`config.mk`:
```
export PLATFORM = sky130hd
export DESIGN_NAME = signed_seq_multiplier
export DESIGN_NICKNAME = d
export VERILOG_FILES = /design/src/rtl/signed_seq_multiplier.sv
export SDC_FILE = /design/constraint.sdc
export NUM_CORES = 1
export LEC_CHECK = 0
export CAP_MARGIN = 20
export CORE_UTILIZATION = 30
export DETAILED_ROUTE_END_ITERATION = 16
export PLACE_DENSITY_LB_ADDON = 0.12
export SETUP_SLACK_MARGIN = 0.1
export SLEW_MARGIN = 0
export SYNTH_ARGS = -nofsm -noshare
export SYNTH_HDL_FRONTEND = slang
export SYNTH_SLANG_ARGS = --single-unit
```
`constraint.sdc`:
```
create_clock -name clk -period 4.3 [get_ports clk]
set_input_delay 0.86 -clock clk [delete_from_list [all_inputs] [get_ports clk]]
set_output_delay 0.86 -clock clk [all_outputs]
set_load 0.01 [all_outputs]
```
`src/rtl/signed_seq_multiplier.sv`:
```
// ---------------------------------------------------------------------------------------------
// signed_seq_multiplier
//
// Sequential two's-complement multiplier. Operands are accepted on a valid/ready handshake,
// converted to sign + magnitude, and multiplied one bit of the multiplier per cycle with a
// shift-add loop. The sign is re-applied in a single step, and the 2*WIDTH-bit result is held
// until the consumer takes it.
//
// Parameters:
//   WIDTH      operand width in bits, 2..32 (default 8)
//
// Ports:
//   clk        rising-edge clock
//   rst_n      asynchronous active-low reset
//   a, b       WIDTH-bit two's-complement operands, sampled only on the accept edge
//   in_valid   operands presented
//   in_ready   block can accept operands (high only while idle)
//   product    2*WIDTH-bit two's-complement product, held while out_valid is high
//   out_valid  product is valid
//   out_ready  consumer accepts the product
//   busy       high whenever an operation is in flight or awaiting the out handshake
//
// Build option:
//   SIGNED_MUL_ZERO_SKIP_EN  when defined, a zero operand skips the shift-add loop. The result
//                            (always 0) then appears one cycle after accept. The handshake is
//                            unchanged. When undefined, zero operands take the full latency.
//
// Latency: accept edge 0, MUL on edges 1..WIDTH, product/out_valid registered on edge WIDTH+1.
// ---------------------------------------------------------------------------------------------
module signed_seq_multiplier #(
    parameter int unsigned WIDTH = 8
) (
    input  logic               clk,
    input  logic               rst_n,
    input  logic [WIDTH-1:0]   a,
    input  logic [WIDTH-1:0]   b,
    input  logic               in_valid,
    output logic               in_ready,
    output logic [2*WIDTH-1:0] product,
    output logic               out_valid,
    input  logic               out_ready,
    output logic               busy
);

    localparam int unsigned PW = 2 * WIDTH;
    localparam int unsigned CW = $clog2(WIDTH + 1);

    if (WIDTH < 2 || WIDTH > 32) begin : g_width_check
        $error("signed_seq_multiplier: WIDTH must be in 2..32");
    end

    typedef enum logic [1:0] {
        StIdle,
        StMul,
        StSign,
        StDone
    } state_e;

    state_e           state_q;
    logic             sign_q;
    logic [WIDTH-1:0] mag_a_q;
    logic [WIDTH-1:0] mag_b_q;
    logic [PW-1:0]    acc_q;
    logic [CW-1:0]    cnt_q;

    // Magnitude as an unsigned WIDTH-bit value; the most-negative input maps to 2^(WIDTH-1).
    function automatic logic [WIDTH-1:0] magnitude(input logic [WIDTH-1:0] v);
        return v[WIDTH-1] ? (~v + WIDTH'(1)) : v;
    endfunction

    // Step index counts up as the counter counts down from WIDTH.
    logic [CW-1:0] step_idx;
    logic [PW-1:0] partial;

    assign step_idx = CW'(WIDTH) - cnt_q;
    assign partial  = {{WIDTH{1'b0}}, mag_a_q} << step_idx;

    always_ff @(posedge clk or negedge rst_n) begin
        if (!rst_n) begin
            state_q   <= StIdle;
            sign_q    <= 1'b0;
            mag_a_q   <= '0;
            mag_b_q   <= '0;
            acc_q     <= '0;
            cnt_q     <= '0;
            product   <= '0;
            out_valid <= 1'b0;
            in_ready  <= 1'b1;
            busy      <= 1'b0;
        end else begin
            unique case (state_q)
                StIdle: begin
                    if (in_valid && in_ready) begin
                        sign_q   <= a[WIDTH-1] ^ b[WIDTH-1];
                        mag_a_q  <= magnitude(a);
                        mag_b_q  <= magnitude(b);
                        acc_q    <= '0;
                        cnt_q    <= CW'(WIDTH);
                        in_ready <= 1'b0;
                        busy     <= 1'b1;
`ifdef SIGNED_MUL_ZERO_SKIP_EN
                        // A zero operand leaves the cleared accumulator as the answer; going
                        // straight to SIGN yields product=0 with out_valid one cycle later.
                        if (a == '0 || b == '0) begin
                            state_q <= StSign;
                        end else begin
                            state_q <= StMul;
                        end
`else
                        state_q  <= StMul;
`endif
                    end
                end

                StMul: begin
                    if (mag_b_q[0]) begin
                        acc_q <= acc_q + partial;
                    end
                    mag_b_q <= mag_b_q >> 1;
                    cnt_q   <= cnt_q - CW'(1);
                    if (cnt_q == CW'(1)) begin
                        state_q <= StSign;
                    end
                end

                StSign: begin
                    // Negating a zero accumulator gives zero, so -0 never escapes.
                    product   <= sign_q ? (~acc_q + PW'(1)) : acc_q;
                    out_valid <= 1'b1;
                    state_q   <= StDone;
                end

                StDone: begin
                    if (out_ready) begin
                        out_valid <= 1'b0;
                        in_ready  <= 1'b1;
                        busy      <= 1'b0;
                        state_q   <= StIdle;
                    end
                end

                default: begin
                    state_q <= StIdle;
                end
            endcase
        end
    end

    // Handshake invariants.
    a_ready_valid_excl: assert property (@(posedge clk) disable iff (!rst_n)
        !(in_ready && out_valid));

    a_busy_not_ready: assert property (@(posedge clk) disable iff (!rst_n)
        busy == !in_ready);

    a_result_held: assert property (@(posedge clk) disable iff (!rst_n)
        (out_valid && !out_ready) |=> (out_valid && $stable(product)));

endmodule

```
==> impl_metrics.tcl <==
set metrics [dict create \
    outcome "complete, no violations" \
    p_sw_frac 0.4321 \
    synthesis.nets 520 \
    worstSetupPathType "register to register" \
    dr.pass1.iters 4 \
    crit_path_start_kind "register" \
    synth.distinct_cells 50 \
    rows 42 \
    clk_latency_ns 0.34 \
    tightestPinTransition_ns 0.7036 \
    start_util 0.3064 \
    p_switching_w 0.001737 \
    cts_buffers 9 \
    ys.warnings.count 0 \
    critPathTopFamily "compound AO/OA/AOI/OAI gates" \
    dp_hpwl_um 7067 \
    clock-sinks 58 \
    yosysTopAreaCell "dfrtp_1" \
    regArea_um2 1453 \
    nFillCells 1387 \
    cp.arrival_ns 4.09 \
    clock_skew_ns 0.003858 \
    combinationalPowerShare 0.550 \
    grt_pass1_vias 3335 \
    setup_viol 0 \
    via_count 3389 \
    vdd_ir_drop_max_v 0.0002420 \
    hold_buffers 0 \
    synth_area_leaders "dfrtp_1 (35%), ha_1 (8.0%), xor2_1 (6.0%)" \
    cts_root_buffer "clkbuf_16" \
    syn-cell-area_um2 4058 \
    p_int_w 0.002283 \
    synth-edff-count 0 \
    grt_pass1_wl_um 16170 \
    hold_violations 0 \
    drc 0 \
    grt_max_degree 34 \
    ant_nets 0 \
    synth_top_area_frac 0.3515 \
    period_needed_ns 3.833 \
    cp_slowest_cell "ha_1" \
    coreArea_um2 13240 \
    slew_headroom 0.5276 \
    cp.buffers_inverters 1 \
    post_dp_cell_area_um2 4653 \
    clock_power_share 0.201 \
    rsz0062_at_grt "false" \
    cts.path.max_buffers 2 \
    globalRouteTotalUtil 0.1470 \
    io_pins 39 \
    timing.fmax_mhz 260.9 \
    cts_htree_levels 3 \
    grt-ovfl-total 0 \
    die-width_um 118.3 \
    die_h_um 118.3 \
    portBuffers 38 \
    p_leak_nw 2.221 \
    slew_violations 0 \
    clk_pin_slew_worst_paths_ns 0.05 \
    p_total_w 0.004020 \
    max_stage_delay_ns 0.52 \
    vias_per_cell 4.890 \
    diodes 0 \
    cts_tree "built" \
    p_seq_frac 0.248 \
    wirelength_um 9398 \
    antenna_found_initial 0 \
    p_per_area_nw_per_um2 805.2 \
    cp.required_ns 4.55 \
    synth_top_flop_cell "dfrtp_1" \
    place_congestion 0.8318 \
    ys_ff_latch 58 \
    ys_seq_area_frac 0.3580 \
    finalCritPeriodShare 0.8915 \
    synthArstFlopShare 1.000 \
    tns_ns 0 \
    maxCapViolCount 0 \
    postCtsSetupBuffers 0 \
    path_cells "inv_1, ha_1, mux2i_1, nor2_1, a31oi_1, nor2_1, nor2_1, a31oi_1, ha_1, a21oi_1, o21ai_0, o31ai_1, o21ai_0, o21ai_0, or4b_1, o211ai_1" \
    final_util 0.3770 \
    hp-class "register to register" \
    final_nets 559 \
    cts_resized 0 \
    finalInstanceArea_um2 4992 \
    dieArea_um2 13990 \
    syn_avg_cell_area_um2 8.579 \
    area_growth_syn_to_layout_pct 23.03 \
    end_kind "register" \
    multi_input_area_um2 2447 \
    drive_gt1_frac 0.08511 \
    drtIter0Drc 125 \
    syn_inst 473 \
    crit_path_max_fanout 10 \
    wl_per_cell_um 13.56 \
]
==> tightest hold or removal path, stage by stage, from the launching register on <==
cell	delay, ns
dfrtp_1	0.34
nand2_1	0.05
o21ai_0	0.06
==> synthesized netlist by cell type, types with 8 or more instances <==
master and n:
a21oi_1 42, clkbuf_1 15, dfrtp_1 57, ha_1 26, inv_1 20, mux2i_1 14
nand2_1 57, nand3_1 11, nor2_1 43, o21ai_0 47, o31ai_1 8, xnor2_1 10
xor2_1 28
==> worst paths after layout <==
check                      startpoint         end  slack, ns  cells past startpoint
max                          cnt_q[0]   acc_q[15]       0.47                     16
min                        mag_b_q[2]  mag_b_q[2]       0.48                      2
max reg2reg                  cnt_q[0]   acc_q[15]       0.47                     16
min reg2reg                mag_b_q[2]  mag_b_q[2]       0.48                      2
max in group asynchronous       rst_n    in_ready       2.87                      2
min in group asynchronous       rst_n  product[3]       0.53                      1
==> placed cells by master (no fill, tap or decap), types with 3 or more instances in the layout <==
cell              n
dfrtp_1          57
a21o_1            5
o31ai_1           8
nor3_1            6
nand2_1          57
xnor2_1          10
nand3_1          11
clkdlybuf4s50_1  37
mux2_2            6
nor2b_1           7
mux2i_1          14
o21ai_0          47
nand2b_1          5
o41ai_1           3
clkbuf_16         9
and3_1            3
o21a_1            4
xor2_1           28
buf_4            11
ha_1             26
nor2_1           43
inv_1            20
nand4_1           7
or3_1             7
a22o_1            4
clkbuf_8          3
a21oi_1          42
==> layer usage <==
layer  GRT usage  vias to the layer above  wire length, µm
met5           0                        -                0
met4     0.07452                        0              279
met3     0.03571                       19              316
met2      0.2360                       58             4185
met1      0.1830                     1551             4617
li1            -                     1761                -
==> flip-flops by register name (all words and copies together) (netlist names) <==
signal     flops
acc_q         16
product       16
mag_a_q        8
mag_b_q        8
cnt_q          4
state_q        2
busy           1
in_ready       1
out_valid      1
sign_q         1
==> through the flow <==
step	setup WS, ns	instances	hold slack, ns
global placement	0.5298	677	0.4697
CTS	0.4875	693	0.4831
floorplan	0.6860	473	0.4496
detailed placement	0.5020	677	0.4710
global route	0.1177	693	0.5206
finish	0.4668	693	0.4777
==> cell families (layout without fill, tap and decap cells) <==
family | count (synthesis) | in the layout | synth area share
AO/OA/AOI/OAI | 130 | 130 | 0.1903
AND/OR/NAND/NOR | 156 | 156 | 0.1798
adder cells (fa/ha/maj) | 27 | 27 | 0.08511
flip-flops | 58 | 58 | 0.3580
buffers and inverters | 41 | 85 | 0.03885
XOR/XNOR | 38 | 38 | 0.08202
multiplexers | 23 | 23 | 0.06598
==> power groups by stage <==
stage / sequential [W] / clock [W] / combinational (W)
global route: 0.00104 / 0.000857 / 0.00250
CTS: 0.00100 / 0.000832 / 0.00222
detailed placement: 0.00101 / 0 / 0.00221
floorplan: 0.000969 / 0 / 0.00158
finish: 0.000999 / 0.000809 / 0.00221
global placement: 0.00100 / 0 / 0.00220
==> layout make-up <==
cell class,instances,area share
clock buffer,12,0.05338
clock inverter,4,0.01454
inverter,20,0.01504
multi-input combinational,374,0.4902
sequential,58,0.2910
tap,176,0.04411
timing repair buffer,49,0.09173
Power figures use the tool's default switching activity.
